File: config.mk
export PLATFORM = sky130hd
export DESIGN_NAME = cmb_sweep_bist
export DESIGN_NICKNAME = d
export VERILOG_FILES = /design/src/rtl/cmb_sweep_pkg.sv /design/src/rtl/cmb_sweep_bist_misr.sv /design/src/rtl/cmb_sweep_bist.sv
export SDC_FILE = /design/constraint.sdc
export NUM_CORES = 1
export LEC_CHECK = 0
export ABC_AREA = 1
export BUFFER_PORTS_ARGS = -buffer_cell sky130_fd_sc_hd__buf_2
export CORE_ASPECT_RATIO = 0.75
export CORE_MARGIN = 8
export CORE_UTILIZATION = 29
export DETAILED_ROUTE_END_ITERATION = 8
export MAX_ROUTING_LAYER = met4
export SYNTH_ARGS = -nofsm -noshare
export SYNTH_HDL_FRONTEND = slang
export SYNTH_SLANG_ARGS = --single-unit
File: constraint.sdc
create_clock -name clk_i -period 1.79 [get_ports clk_i]
set_input_delay 0.179 -clock clk_i [delete_from_list [all_inputs] [get_ports clk_i]]
set_output_delay 0.179 -clock clk_i [all_outputs]
set_load 0.02 [all_outputs]
File: src/rtl/cmb_sweep_pkg.sv
// Shared state type, MISR defaults and the MISR step function for the
// combinational sweep self-test.
package cmb_sweep_pkg;

    localparam int unsigned MISR_W = 10;

    localparam logic [MISR_W-1:0] MISR_POLY_DEF = 10'h009;
    localparam logic [MISR_W-1:0] MISR_SEED_DEF = 10'h200;

    typedef enum logic [1:0] {
        ST_IDLE    = 2'd0,
        ST_WAIT    = 2'd1,
        ST_CAPTURE = 2'd2,
        ST_REPORT  = 2'd3
    } sweep_state_e;

    // Galois shift: the bit leaving the top folds back through the taps.
    function automatic logic [MISR_W-1:0] misr_step(
        input logic [MISR_W-1:0] misr,
        input logic [MISR_W-1:0] poly,
        input logic [MISR_W-1:0] din
    );
        return {misr[MISR_W-2:0], 1'b0} ^ (misr[MISR_W-1] ? poly : '0) ^ din;
    endfunction

endpackage

File: src/rtl/cmb_sweep_bist_misr.sv
// Signature compaction register for the sweep self-test: load seed, step
// with a response word, or hold.
module sweep_misr
    import cmb_sweep_pkg::*;
#(
    parameter logic [MISR_W-1:0] POLY = MISR_POLY_DEF,
    parameter logic [MISR_W-1:0] SEED = MISR_SEED_DEF
) (
    input  logic              clk_i,
    input  logic              rst_ni,
    input  logic              load_i,
    input  logic              step_i,
    input  logic [MISR_W-1:0] din_i,
    output logic [MISR_W-1:0] misr_o
);

    logic [MISR_W-1:0] misr_q;
    logic [MISR_W-1:0] misr_d;

    always_comb begin
        misr_d = misr_q;
        if (load_i) begin
            misr_d = SEED;
        end else if (step_i) begin
            misr_d = misr_step(misr_q, POLY, din_i);
        end
    end

    always_ff @(posedge clk_i or negedge rst_ni) begin
        if (!rst_ni) begin
            misr_q <= SEED;
        end else begin
            misr_q <= misr_d;
        end
    end

    assign misr_o = misr_q;

endmodule

File: src/rtl/cmb_sweep_bist.sv
// Exhaustive-sweep self-test controller: walks every input vector through the
// function under test, compacts responses into a MISR and reports pass/fail.
//
//   state      | meaning
//   -----------+----------------------------------------------------------
//   ST_IDLE    | func_in parked at 0, waiting for start
//   ST_WAIT    | current vector on func_in, settle counter running down
//   ST_CAPTURE | response compacted into the MISR, advance or finish
//   ST_REPORT  | signature/pass presented until the logger accepts
module cmb_sweep_bist
    import cmb_sweep_pkg::*;
#(
    parameter int unsigned       IN_W      = 7,
    parameter int unsigned       OUT_W     = MISR_W,
    parameter int unsigned       SETTLE    = 1,
    parameter logic [OUT_W-1:0]  MISR_POLY = MISR_POLY_DEF,
    parameter logic [OUT_W-1:0]  MISR_SEED = MISR_SEED_DEF
) (
    input  logic              clk_i,
    input  logic              rst_ni,
    input  logic              start_i,
    input  logic              abort_i,
    input  logic [OUT_W-1:0]  golden_i,
    output logic [IN_W-1:0]   func_in_o,
    input  logic [OUT_W-1:0]  func_out_i,
    output logic              busy_o,
    output logic              sig_valid_o,
    input  logic              sig_ready_i,
    output logic [OUT_W-1:0]  signature_o,
    output logic              pass_o,
    output logic              done_o,
    output logic              aborted_o
);

    localparam logic [3:0]  SETTLE_RL = 4'(SETTLE - 1);
    localparam logic [IN_W:0] LAST_VEC = {1'b0, {IN_W{1'b1}}};

    sweep_state_e      state_q;
    logic [IN_W:0]     vec_q;
    logic [IN_W:0]     vec_d;
    logic [3:0]        settle_q;
    logic [OUT_W-1:0]  golden_q;
    logic [IN_W-1:0]   func_in_q;
    logic              busy_q;
    logic              sig_valid_q;
    logic              pass_q;
    logic              done_q;
    logic              aborted_q;

    logic              misr_load;
    logic              misr_stepen;
    logic [OUT_W-1:0]  misr_cur;
    logic [OUT_W-1:0]  misr_nxt;

    assign vec_d       = vec_q + 1'b1;
    assign misr_load   = (state_q == ST_IDLE) && start_i && !abort_i;
    assign misr_stepen = (state_q == ST_CAPTURE) && !abort_i;
    assign misr_nxt    = misr_step(misr_cur, MISR_POLY, func_out_i);

    sweep_misr #(
        .POLY (MISR_POLY),
        .SEED (MISR_SEED)
    ) u_misr (
        .clk_i  (clk_i),
        .rst_ni (rst_ni),
        .load_i (misr_load),
        .step_i (misr_stepen),
        .din_i  (func_out_i),
        .misr_o (misr_cur)
    );

    always_ff @(posedge clk_i or negedge rst_ni) begin
        if (!rst_ni) begin
            state_q     <= ST_IDLE;
            vec_q       <= '0;
            settle_q    <= '0;
            golden_q    <= '0;
            func_in_q   <= '0;
            busy_q      <= 1'b0;
            sig_valid_q <= 1'b0;
            pass_q      <= 1'b0;
            done_q      <= 1'b0;
            aborted_q   <= 1'b0;
        end else begin
            done_q    <= 1'b0;
            aborted_q <= 1'b0;
            // Abort outranks every other event once a sweep is running.
            if ((state_q != ST_IDLE) && abort_i) begin
                state_q     <= ST_IDLE;
                func_in_q   <= '0;
                busy_q      <= 1'b0;
                sig_valid_q <= 1'b0;
                pass_q      <= 1'b0;
                aborted_q   <= 1'b1;
            end else begin
                case (state_q)
                    ST_IDLE: begin
                        if (start_i && !abort_i) begin
                            state_q   <= ST_WAIT;
                            vec_q     <= '0;
                            settle_q  <= SETTLE_RL;
                            golden_q  <= golden_i;
                            func_in_q <= '0;
                            busy_q    <= 1'b1;
                        end
                    end
                    ST_WAIT: begin
                        if (settle_q == 4'd0) begin
                            state_q <= ST_CAPTURE;
                        end else begin
                            settle_q <= settle_q - 4'd1;
                        end
                    end
                    ST_CAPTURE: begin
                        if (vec_q == LAST_VEC) begin
                            state_q     <= ST_REPORT;
                            sig_valid_q <= 1'b1;
                            pass_q      <= (misr_nxt == golden_q);
                        end else begin
                            state_q   <= ST_WAIT;
                            vec_q     <= vec_d;
                            func_in_q <= vec_d[IN_W-1:0];
                            settle_q  <= SETTLE_RL;
                        end
                    end
                    ST_REPORT: begin
                        if (sig_ready_i) begin
                            state_q     <= ST_IDLE;
                            func_in_q   <= '0;
                            busy_q      <= 1'b0;
                            sig_valid_q <= 1'b0;
                            pass_q      <= 1'b0;
                            done_q      <= 1'b1;
                        end
                    end
                    default: state_q <= ST_IDLE;
                endcase
            end
        end
    end

    assign func_in_o   = func_in_q;
    assign busy_o      = busy_q;
    assign sig_valid_o = sig_valid_q;
    assign signature_o = misr_cur;
    assign pass_o      = pass_q;
    assign done_o      = done_q;
    assign aborted_o   = aborted_q;

endmodule

==> summary.log, run 1 <==
INFO  setup_path     setup.worst_path.end_class=register
INFO  cells_and_area seq_area=1150um2
INFO  die            floorplan.initialDensity=29.9%
INFO  synth          ys_ff_latch=46
INFO  global_route   grt_antenna_before_repair=0
INFO  global_route   grt_max_degree=24
INFO  placement      post-place-cells=469
INFO  cells_and_area most-common-layout-cells=nand2_1, inv_1, buf_2
INFO  setup_path     crit-reg2reg-launch=state_q[1]
INFO  global_route   via_count_of_the_first_global_routing_pass=2,044
INFO  cells_and_area fin_nets=400
INFO  timing         worstMarginPinSlew=551ps
INFO  clock_tree     deepest_level_of_the_cts_h_tree=2
INFO  setup_path     cp_cell_sequence=inv_1, nor2_4, nand2_1, inv_1, nand2_1, nand3_1, nand2_1, inv_1, o21bai_1
INFO  timing         slew-limit-headroom=63.2%
INFO  cells_and_area layout.cells.most_common=nand2_1
INFO  clock_tree     insertion_delay=300ps
INFO  timing         final-hold-violation-count=0
INFO  setup_path     timing_worst_setup_path_type=register to register
INFO  cells_and_area multi_input_area=1000um2
INFO  setup_path     worst-path-max-fanout=8
INFO  timing         setup-tns-final=0ps
INFO  setup_path     crit_path_top_delay_cell=dfrtp_1
INFO  power_and_ir_drop power_leakage=1.62nW
INFO  detailed_routing viasPerCell=4.48
INFO  timing         number_of_pins_with_negative_max_slew_slack_in_the_final_report=0
INFO  timing         finalSetupViolations=0
INFO  setup_path     r2r.worst_path.cells=9
INFO  placement      port-buffer-count=46
INFO  clock_tree     max-clock-path-buffers=2
INFO  timing         maximum_clock_frequency=623MHz
INFO  cells_and_area fillerInstances=848
INFO  clock_tree     cts_post_setup_buffers_inserted=0
INFO  synth          synthesized_instance_count=315
INFO  detailed_routing drt_first_iter_violations=113
INFO  setup_path     timing.reg2reg.setup_slack=190ps
INFO  placement      dp_hpwl=4.78mm
INFO  synth          netlist_area=2370um2
INFO  detailed_routing drtAntennaViolNets=0
INFO  die            die_h=94.3um
INFO  clock_tree     cts.clk_slew.worst_paths=90ps
INFO  global_route   global_route.overflow_total=0
INFO  detailed_routing routed_wire_length_per_instance=12.6um
INFO  timing         min_period=1600ps
INFO  setup_path     worst_path_largest_cell_delay=400ps
INFO  die            io-pin-count=47
INFO  timing         crit_share_post_route=89.6%
INFO  worst_hold_path hold_path_class=input pin to register
INFO  worst_hold_path min_path_cells=2
INFO  detailed_routing totalWireLength=6.02mm
INFO  synth          yosysWarningCount=0
INFO  detailed_routing vias=2,146
INFO  placement      gp_congestion=0.813
INFO  worst_hold_path worst_hold_path.endpoint=done_o
INFO  synth          register_area_share_after_synthesis=48.6%
INFO  die            fp.dieArea=11,400um2
INFO  detailed_routing detail_route.drc_violations=0
INFO  die            fp.coreArea=7920um2
INFO  clock_tree     clock_root_cell=clkbuf_8
INFO  flow_run       max_cap_violations=0
INFO  cells_and_area area_growth_syn_to_layout=20.9%
INFO  power_and_ir_drop ir_drop=0.517mV
INFO  global_route   grt_first_pass_wirelength=9.90mm
INFO  setup_path     critical_path_arrival=1790ps
INFO  setup_path     worstReg2RegEnd=pass_o
INFO  timing         rsz0062_at_grt=no
INFO  die            num_rows=28
INFO  power_and_ir_drop power.density=1410nW/um2
INFO  cells_and_area final_layout_size_suffix_gt1_share=19.3%
INFO  worst_hold_path hold_path_startpoint=abort_i
INFO  cells_and_area finish.cell_count_without_fillers=479
INFO  synth          avgSynthCellArea=7.53um2
INFO  clock_tree     cts_num_sinks=46
INFO  clock_tree     cts_made_buffers=5
INFO  synth          synthDistinctLibCells=28
INFO  detailed_routing length_of_the_first_detailed_routing_pass_in_iterations=4
INFO  die            die-width=120um
INFO  clock_tree     cts_tree=yes
INFO  synth          synth.net_count=343
INFO  setup_path     crit_path_start_kind=register
INFO  global_route   gr-usage-all-layers=11.2%
INFO  timing         finalClockSkew=6.95ps
INFO  run_status     outcome=complete, no violations
INFO  setup_path     worst-endpoint-required=1980ps
[stage by stage]
step                util (%)  total power [mW]  setup slack, ps  instance area [um2]  hold slack (ps)
global route            36.2              4.39             69.6                 2860              106
floorplan                  -              2.83              417                 2370             -117
CTS                     36.2              4.07              174                 2860             84.6
detailed placement      34.9              3.39              192                 2760              200
finish                  36.2              4.04              185                 2870             93.3
global placement        34.9              3.36              203                 2760              191
[worst max-delay path: cells and delay by family (launching register included)]
kind | cells | cell delay [ps]
AO/OA/AOI/OAI | 1 | 140
flip-flops | 1 | 400
AND/OR/NAND/NOR | 5 | 650
buffers and inverters | 3 | 320
[flip-flops by register name (all words and copies together), names as in the netlist]
signal         count
vec_q              8
func_in_o          7
pass_o             1
aborted_o          1
done_o             1
u_misr.misr_o     10
busy_o             1
sig_valid_o        1
state_q            2
golden_q          10
settle_q           4
[metal layers]
layer	part of all wire (%)	track usage [%]
met5	0	-
met4	1.1	3.52
met3	5.9	3.00
met2	41	15.8
met1	52	15.2
[worst max-delay path by stage]
stage / depth (start not counted) / endpoint / start / slack [ps]
4_1_cts: 9 / pass_o / state_q[1] / 170
5_1_grt: 9 / pass_o / state_q[1] / 70
6_report: 9 / pass_o / state_q[1] / 190
3_3_place_gp: 9 / pass_o / state_q[1] / 200
3_5_place_dp: 9 / pass_o / state_q[1] / 190
2_1_floorplan: 9 / settle_q[1] / vec_q[0] / 420
[cells in the mapped netlist]
cell type / instances / area (um2)
buf_2: 3 / 15.0
a31oi_1: 2 / 12.5
nand2_1: 100 / 375
xor2_1: 1 / 8.76
nor3_2: 2 / 20.0
dfrtp_1: 45 / 1130
o21bai_1: 1 / 7.51
inv_2: 2 / 7.51
nand2_2: 2 / 12.5
or2_2: 3 / 18.8
a21o_1: 1 / 7.51
dfstp_2: 1 / 26.3
nor3_1: 3 / 15.0
nor2_1: 26 / 97.6
a21oi_4: 1 / 16.3
o211ai_1: 2 / 15.0
inv_1: 51 / 191
a21o_2: 1 / 8.76
nor2_4: 1 / 11.3
and3_1: 1 / 6.26
o21ai_1: 1 / 5.00
a32oi_1: 1 / 8.76
o21ai_0: 12 / 60.1
nand3_1: 26 / 130
ha_1: 3 / 37.5
a32o_1: 1 / 10.0
o22ai_1: 8 / 50.1
a21oi_1: 14 / 70.1
[area by class of cell]
type	instances	area share, %
Antenna cell	1	0.0873
Timing Repair Buffer	53	9.95
Sequential cell	46	40.2
Tap cell	105	4.58
Inverter	53	6.94
Multi-Input combinational cell	213	35.1
Clock inverter	1	0.175
Clock buffer	7	3.01
[report_power, final]
part,leakage (nW),internal [mW],switching [mW],total [mW]
logic,0.983,0.611,1.15,1.76
clock network,0.0482,0.313,0.365,0.678
registers,0.593,1.36,0.245,1.61
[cells by family after synthesis]
group                      count (synthesis)  share of synthesized area, %
AOI/OAI and AO/OA                         45                          11.5
xor gates and xnor gates                   1                         0.369
adders and majority gates                  3                          1.58
buffers and inverters                     56                          9.02
DFF                                       46                          48.6
and+or+nand+nor                          164                          29.0
[repair_timing]
item,4_1_cts,5_1_grt
hold buffers,1,0
resized for setup,0,0
hold endpoints to repair,20,0
(Power assumes the default switching activity.)
==> inputs of run 2 (changes only) <==
--- a/config.mk
+++ b/config.mk
@@ -7,7 +7,6 @@
 export LEC_CHECK = 0
 export ABC_AREA = 1
 export BUFFER_PORTS_ARGS = -buffer_cell sky130_fd_sc_hd__buf_2
-export CORE_ASPECT_RATIO = 0.75
 export CORE_MARGIN = 8
 export CORE_UTILIZATION = 29
 export DETAILED_ROUTE_END_ITERATION = 8
==> constraint.sdc (replaced) <==
create_clock -name clk_i -period 2.05 [get_ports clk_i]
set_input_delay 0.205 -clock clk_i [delete_from_list [all_inputs] [get_ports clk_i]]
set_output_delay 0.205 -clock clk_i [all_outputs]
set_load 0.02 [all_outputs]
==> run 2 against run 1 <==
Register-to-register slack improved by 190 ps. First-iteration DRC count grew 17%. Fmax is 4.4% lower. Clock skew up 0.98 ps. Critical endpoint unchanged. Largest cell class unchanged. Highest routed layer unchanged.
==> summary.log, run 2 (synthesis results as in run 1) <==
INFO  power_and_ir_drop total_power=3.46mW [-14%]
INFO  power_and_ir_drop seq_power_share=40.3% [+0.5 points]
INFO  clock_tree     post_cts_resize_count=0 [unchanged]
INFO  detailed_routing routed_wire_length_per_instance=12.0um [-4.6%]
INFO  placement      port-buffer-count=46 [unchanged]
INFO  global_route   grt_max_degree=25 [+4.2%]
INFO  cells_and_area fin_nets=397 [-0.75%]
INFO  clock_tree     cts_num_sinks=46 [unchanged]
INFO  timing         finalClockSkew=7.93ps [+0.976 ps]
INFO  clock_tree     max-clock-path-buffers=2 [unchanged]
INFO  power_and_ir_drop power_frac_comb=43.4% [about the same]
INFO  setup_path     worst-path-max-fanout=11 [+3]
INFO  worst_hold_path hold_path_class=input pin to register
INFO  timing         worstMarginPinSlew=578ps [+26.3 ps]
INFO  die            die_h=106um [+13%]
INFO  timing         maximum_clock_frequency=596MHz [-4.4%]
INFO  die            floorplan.initialDensity=29.4% [-0.50 points]
INFO  cells_and_area diodes=0 [-1]
INFO  setup_path     setup.worst_path.end_class=register
INFO  timing         number_of_pins_with_negative_max_slew_slack_in_the_final_report=0 [unchanged]
INFO  global_route   grt_first_pass_wirelength=10.2mm [+2.8%]
INFO  power_and_ir_drop power.density=1210nW/um2 [-14%]
INFO  global_route   grt_antenna_before_repair=0 [unchanged]
INFO  placement      gp_congestion=0.826 [+1.6%]
INFO  setup_path     timing_worst_setup_path_type=register to register
INFO  run_status     outcome=complete, no violations
INFO  power_and_ir_drop intPower=1.99mW [-13%]
INFO  timing         min_period=1680ps [+74.4 ps]
INFO  power_and_ir_drop power.share.clock=16.4% [-0.4 points]
INFO  die            die-width=106um [-12%]
INFO  cells_and_area finalCoreUtilization=35.4% [-0.77 points]
INFO  worst_hold_path min_path_cells=2 [unchanged]
INFO  global_route   via_count_of_the_first_global_routing_pass=2,141 [+4.7%]
INFO  cells_and_area seq_area=1150um2 [unchanged]
INFO  detailed_routing drt_first_iter_violations=132 [+17%]
INFO  detailed_routing viasPerCell=4.45 [-0.76%]
INFO  setup_path     critical_path_arrival=1860ps [+70 ps]
INFO  setup_path     r2r.worst_path.cells=9 [unchanged]
INFO  global_route   gr-usage-all-layers=11.3% [+0.067 points]
INFO  clock_tree     deepest_level_of_the_cts_h_tree=2 [unchanged]
INFO  cells_and_area area_growth_syn_to_layout=20.3%
INFO  detailed_routing drtAntennaViolNets=0 [unchanged]
INFO  power_and_ir_drop switching_power=1.47mW [-16%]
INFO  clock_tree     clock_root_cell=clkbuf_8
INFO  cells_and_area stdcell_area=2850um2 [-0.48%]
INFO  detailed_routing vias=2,112 [-1.6%]
INFO  cells_and_area multi_input_area=1000um2 [unchanged]
INFO  timing         crit_share_post_route=81.9% [-7.7 points]
INFO  cells_and_area layout.cells.most_common=nand2_1
INFO  cells_and_area final_layout_size_suffix_gt1_share=18.4% [-0.92 points]
INFO  cells_and_area fillerInstances=867 [+2.2%]
INFO  placement      dp_hpwl=4.53mm [-5.4%]
INFO  die            num_rows=33 [+18%]
INFO  setup_path     crit_path_start_kind=register
INFO  timing         rsz0062_at_grt=no
INFO  clock_tree     cts.clk_slew.worst_paths=90ps [about the same]
INFO  die            io-pin-count=47 [unchanged]
INFO  detailed_routing detail_route.drc_violations=0 [unchanged]
INFO  clock_tree     cts_made_buffers=5 [unchanged]
INFO  power_and_ir_drop power_leakage=1.61nW [-0.76%]
INFO  detailed_routing totalWireLength=5.70mm [-5.4%]
INFO  flow_run       max_cap_violations=0 [unchanged]
INFO  power_and_ir_drop power.share.switching=42.6% [-0.90 points]
INFO  placement      placedInstanceArea=2750um2 [-0.36%]
INFO  clock_tree     cts_tree=yes
INFO  power_and_ir_drop ir_drop=0.423mV [-18%]
INFO  timing         final-hold-violation-count=0 [unchanged]
INFO  cells_and_area finish.cell_count_without_fillers=475 [-0.84%]
INFO  global_route   global_route.overflow_total=0 [unchanged]
INFO  die            fp.coreArea=8050um2 [+1.7%]
INFO  detailed_routing length_of_the_first_detailed_routing_pass_in_iterations=4 [unchanged]
INFO  timing         setup-tns-final=0ps [unchanged]
INFO  clock_tree     insertion_delay=290ps [about the same]
INFO  cells_and_area most-common-layout-cells=nand2_1, inv_1, buf_2
INFO  timing         finalSetupViolations=0 [unchanged]
INFO  placement      post-place-cells=466 [-0.64%]
INFO  timing         slew-limit-headroom=61.5% [-1.8 points]
INFO  die            fp.dieArea=11,300um2 [-0.27%]
INFO  setup_path     worst-endpoint-required=2230ps [+250 ps]
## run 2: cell types whose count changed in the layout (fill, tap and decap cells not counted)
cell,previous run,this run
diode_2,1,0
clkbuf_1,1,2
clkinv_2,1,0
buf_12,0,1
buf_4,6,2
## run 2: cell type report
class | instances | share of cell area, %
Clock buffer | 8 | 3.16
Sequential cell | 46 | 40.4
Tap cell | 105 | 4.61
Timing Repair Buffer | 50 | 9.65
Inverter | 53 | 6.97
Multi-Input combinational cell | 213 | 35.2
## run 2: path summary, 6_finish.rpt
kind / from / end / slack, ps
worst max register to register: state_q[1] / pass_o / 370
worst min-delay path: abort_i / done_o / 140
max in group asynchronous: rst_ni / u_misr.misr_o[9] / 1000
min in group asynchronous: rst_ni / func_in_o[5] / 440
worst min register to register: func_in_o[1] / func_in_o[1] / 480
worst max-delay path: state_q[1] / pass_o / 370
## run 2: what timing repair did
item,in CTS,in global routing
setup buffers,0,0
hold buffers,1,0
endpoints found under the hold margin,23,0
## run 2: power by group through the flow
stage          combinational, mW  sequential [mW]  clock, mW
3_3_place_gp                1.50             1.40          0
2_1_floorplan              0.958             1.51          0
5_1_grt                     1.75             1.45      0.633
4_1_cts                     1.52             1.39      0.593
3_5_place_dp                1.52             1.41          0
6_report                    1.50             1.39      0.566
## run 2: worst max-delay path, cell delays in order (launching register included)
cell      delay, ps
dfrtp_1         400
inv_1           130
nor2_4           60
nand2_1         350
inv_1           150
nand2_1         110
nand3_1         120
nand2_1          80
inv_1            30
o21bai_1        140
## run 2: layer usage
layer | track usage (%) | routed length [um] | up-vias
met5 | - | 0 | -
met1 | 14.7 | 2840 | 970
met3 | 3.45 | 309 | 2
li1 | - | - | 1100
met4 | 2.81 | 22 | 0
met2 | 16.7 | 2530 | 40
## run 2: through the flow
step | setup WS, ps | hold slack [ps]
after floorplan | 677 | -90.6
after global placement | 492 | 239
after detailed placement | 373 | 243
after CTS | 357 | 121
after global routing | 174 | 129
final | 371 | 138
==> inputs of run 3 (changes only) <==
--- a/config.mk
+++ b/config.mk
@@ -5,7 +5,7 @@
 export SDC_FILE = /design/constraint.sdc
 export NUM_CORES = 1
 export LEC_CHECK = 0
-export ABC_AREA = 1
+export ABC_AREA = 0
 export BUFFER_PORTS_ARGS = -buffer_cell sky130_fd_sc_hd__buf_2
 export CORE_MARGIN = 8
 export CORE_UTILIZATION = 29
==> constraint.sdc (replaced) <==
create_clock -name clk_i -period 1.4 [get_ports clk_i]
set_input_delay 0.14 -clock clk_i [delete_from_list [all_inputs] [get_ports clk_i]]
set_output_delay 0.14 -clock clk_i [all_outputs]
set_load 0.02 [all_outputs]
==> run 3 against run 2 <==
The flow now finishes with violations (negative setup slack). Via count shrank 8.1%. Final area up 18%. Clock power is 41% higher. Worst hold slack lost 68 ps. Count of clock-buffer cells in the layout fell by 1. Die area down 0.63%. Sequential share of layout area is 6.2 points lower.
==> summary.log, run 3 <==
INFO  timing         post-route-worst-setup-slack=-264ps [-635 ps]
INFO  die            fp.coreArea=8050um2 [unchanged]
INFO  timing         min_period=1660ps [-15.0 ps]
INFO  clock_tree     max-clock-path-buffers=2 [unchanged]
INFO  detailed_routing length_of_the_first_detailed_routing_pass_in_iterations=4 [unchanged]
INFO  clock_tree     cts.clk_slew.worst_paths=90ps [about the same]
INFO  power_and_ir_drop intPower=3.12mW [+57%]
INFO  clock_tree     cts_num_sinks=46 [unchanged]
INFO  die            floorplan.initialDensity=29.2% [-0.22 points]
INFO  cells_and_area area_growth_syn_to_layout=43.5%
INFO  detailed_routing drt_first_iter_violations=47 [-64%]
INFO  detailed_routing drtAntennaViolNets=0 [unchanged]
INFO  synth          synthesized_instance_count=221 [-30%]
INFO  synth          ys_ff_latch=46 [unchanged]
INFO  global_route   via_count_of_the_first_global_routing_pass=1,960 [-8.5%]
INFO  detailed_routing vias=1,941 [-8.1%]
INFO  clock_tree     insertion_delay=300ps [about the same]
INFO  power_and_ir_drop total_power=4.81mW [+39%]
INFO  timing         worstMarginPinSlew=499ps [-79.1 ps]
INFO  timing         finalClockSkew=12.8ps [+4.92 ps]
INFO  power_and_ir_drop power_leakage=1.57nW [-2.3%]
INFO  cells_and_area multi_input_area=1310um2 [+30%]
INFO  power_and_ir_drop switching_power=1.69mW [+15%]
INFO  global_route   grt_antenna_before_repair=0 [unchanged]
INFO  global_route   global_route.overflow_total=0 [unchanged]
INFO  timing         final-hold-violation-count=0 [unchanged]
INFO  timing         rsz0062_at_grt=yes
INFO  timing         finalSetupViolations=36 [+36]
INFO  power_and_ir_drop power_frac_comb=44.1% [+0.7 points]
INFO  power_and_ir_drop seq_power_share=39.4% [-0.9 points]
INFO  synth          synth-edff-count=0 [unchanged]
INFO  die            die_h=106um [-0.31%]
INFO  detailed_routing detail_route.drc_violations=0 [unchanged]
INFO  clock_tree     cts_made_buffers=5 [unchanged]
INFO  synth          netlist_area=2350um2 [-0.74%]
INFO  flow_run       max_cap_violations=0 [unchanged]
INFO  cells_and_area fillerInstances=803 [-7.4%]
INFO  synth          synth.net_count=249 [-27%]
INFO  run_status     violations=negative setup slack
INFO  detailed_routing viasPerCell=4.65 [+4.7%]
INFO  timing         slew-limit-headroom=66.8% [+5.3 points]
INFO  setup_path     critical_path_arrival=1850ps [about the same]
INFO  cells_and_area stdcell_area=3380um2 [+18%]
INFO  placement      gp_congestion=0.798 [-3.4%]
INFO  placement      dp_hpwl=4.39mm [-3.1%]
INFO  setup_path     worst-path-max-fanout=5 [-6]
INFO  cells_and_area fin_nets=339 [-15%]
INFO  placement      placedInstanceArea=3010um2 [+9.4%]
INFO  cells_and_area diodes=0 [unchanged]
INFO  worst_hold_path hold_path_class=input pin to register
INFO  synth          register_area_share_after_synthesis=49.0% [+0.36 points]
INFO  setup_path     timing.reg2reg.setup_slack=-260ps [-630 ps]
INFO  global_route   grt_first_pass_wirelength=9.54mm [-6.2%]
INFO  timing         number_of_pins_with_negative_max_slew_slack_in_the_final_report=0 [unchanged]
INFO  die            num_rows=33 [unchanged]
INFO  cells_and_area final_layout_size_suffix_gt1_share=47.1% [+29 points]
INFO  detailed_routing routed_wire_length_per_instance=14.5um [+21%]
INFO  synth          yosys.area.top_type=dfrtp_1
INFO  synth          yosysWarningCount=0 [unchanged]
INFO  synth          synthDistinctLibCells=49 [+75%]
INFO  setup_path     setup.worst_path.end_class=register
INFO  run_status     outcome=finished, violations left
INFO  power_and_ir_drop ir_drop=0.577mV [+36%]
INFO  cells_and_area layout.cells.most_common=buf_2
INFO  synth          netlist_top_cells_count=dfrtp_1, nand2_1, xnor2_1
INFO  detailed_routing totalWireLength=6.03mm [+5.9%]
INFO  placement      port-buffer-count=46 [unchanged]
INFO  clock_tree     deepest_level_of_the_cts_h_tree=2 [unchanged]
INFO  global_route   gr-usage-all-layers=10.8% [-0.51 points]
INFO  setup_path     worst-endpoint-required=1580ps [-650 ps]
INFO  synth          ys_dominant_reg_cell=dfrtp_1
INFO  clock_tree     cts_tree=yes
INFO  cells_and_area seq_area=1150um2 [+0.22%]
INFO  cells_and_area finalCoreUtilization=41.9% [+6.5 points]
INFO  timing         crit_share_post_route=119% [+37 points]
INFO  power_and_ir_drop power.share.clock=16.6% [+0.2 points]
INFO  die            io-pin-count=47 [unchanged]
INFO  power_and_ir_drop power.density=1420nW/um2 [+18%]
INFO  clock_tree     clock_root_cell=clkbuf_8
INFO  synth          avgSynthCellArea=10.6um2 [+41%]
INFO  die            fp.dieArea=11,300um2 [-0.63%]
INFO  setup_path     crit_path_start_kind=register
INFO  power_and_ir_drop power.share.switching=35.2% [-7.3 points]
INFO  synth          yosysTopAreaCellShare=47.8% [+0.35 points]
INFO  die            die-width=106um [-0.31%]
INFO  synth          synth.most_common_cell=dfrtp_1
INFO  setup_path     timing_worst_setup_path_type=register to register
INFO  timing         maximum_clock_frequency=601MHz [+0.90%]
INFO  synth          ys_top_cells_by_area=dfrtp_1, xnor2_1, mux2_2
INFO  cells_and_area most-common-layout-cells=buf_2, dfrtp_1, buf_4
INFO  synth          postSynth.asyncResetShare=100% [unchanged]
INFO  global_route   grt_max_degree=24 [-4.0%]
[run 3: critical path, cell delays in order, from the launching register on]
cell,delay [ps]
dfrtp_1,400
ha_2,190
nand4_1,180
buf_4,170
nor2_4,40
or3_4,390
a21o_1,180
[run 3: per-stage QoR]
stage / setup WS (ps) / hold WS [ps] / cells / TNS, ps
floorplan: -300 / -156 / 221 / -3740
global placement: -182 / 131 / 400 / -3770
detailed placement: -257 / 134 / 400 / -5320
CTS: -237 / 64.4 / 410 / -3660
global route: -332 / 62.5 / 417 / -7430
finish: -264 / 70.2 / 417 / -4320
[run 3: final cells by class]
cell class	count	share of cell area, %
clock inverters	1	0.222
clock buffers	7	2.26
repair buffers	94	19.5
flip-flops and latches	46	34.2
multi-input cells	153	38.7
well taps	105	3.89
inverters	11	1.22
[run 3: routing by layer]
| metal | part of all wire (%) | up-vias | global-route usage [%] |
|---|---|---|---|
| li1 | - | 961 | - |
| met1 | 51 | 935 | 13.8 |
| met2 | 45 | 37 | 15.9 |
| met3 | 3.3 | 8 | 3.02 |
| met4 | 1.1 | 0 | 3.62 |
| met5 | 0 | - | - |
[run 3: logic make-up (layout without fill, tap and decap cells)]
group / Yosys count / count (layout) / synth area share, %
AO/OA/AOI/OAI: 50 / 50 / 13.9
XOR/XNOR: 26 / 26 / 10.8
adder cells (fa/ha/maj): 3 / 3 / 1.60
buffers and inverters: 22 / 113 / 3.93
flip-flops: 46 / 46 / 49.0
multiplexers: 13 / 13 / 6.06
AND/OR/NAND/NOR: 61 / 61 / 14.7
[run 3: timing repair]
item / in CTS / in global routing
pin swaps: 6 / 16
hold buffers: 1 / 0
setup endpoints to repair: 38 / 40
hold endpoints to repair: 16 / 0
gates resized for setup: 17 / 48
buffers inserted: 1 / 5
cloned: 0 / 2
[run 3: power by group through the flow]
stage	Sequential [mW]	Clock, mW	Combinational, mW
after floorplan	2.02	0	1.02
after global placement	1.89	0	1.83
after detailed placement	1.91	0	1.84
after CTS	1.88	0.833	1.88
after global routing	1.93	0.892	2.32
final	1.89	0.798	2.12
[run 3: final timing paths]
kind                             start     endpoint  depth (start not counted)
setup / recovery              vec_q[0]  settle_q[0]                          6
hold / removal             golden_i[3]  golden_q[3]                          2
setup reg to reg              vec_q[0]  settle_q[0]                          6
hold reg to reg            sig_valid_o  sig_valid_o                          1
max in group asynchronous       rst_ni   state_q[1]                          3
min in group asynchronous       rst_ni  golden_q[3]                          2
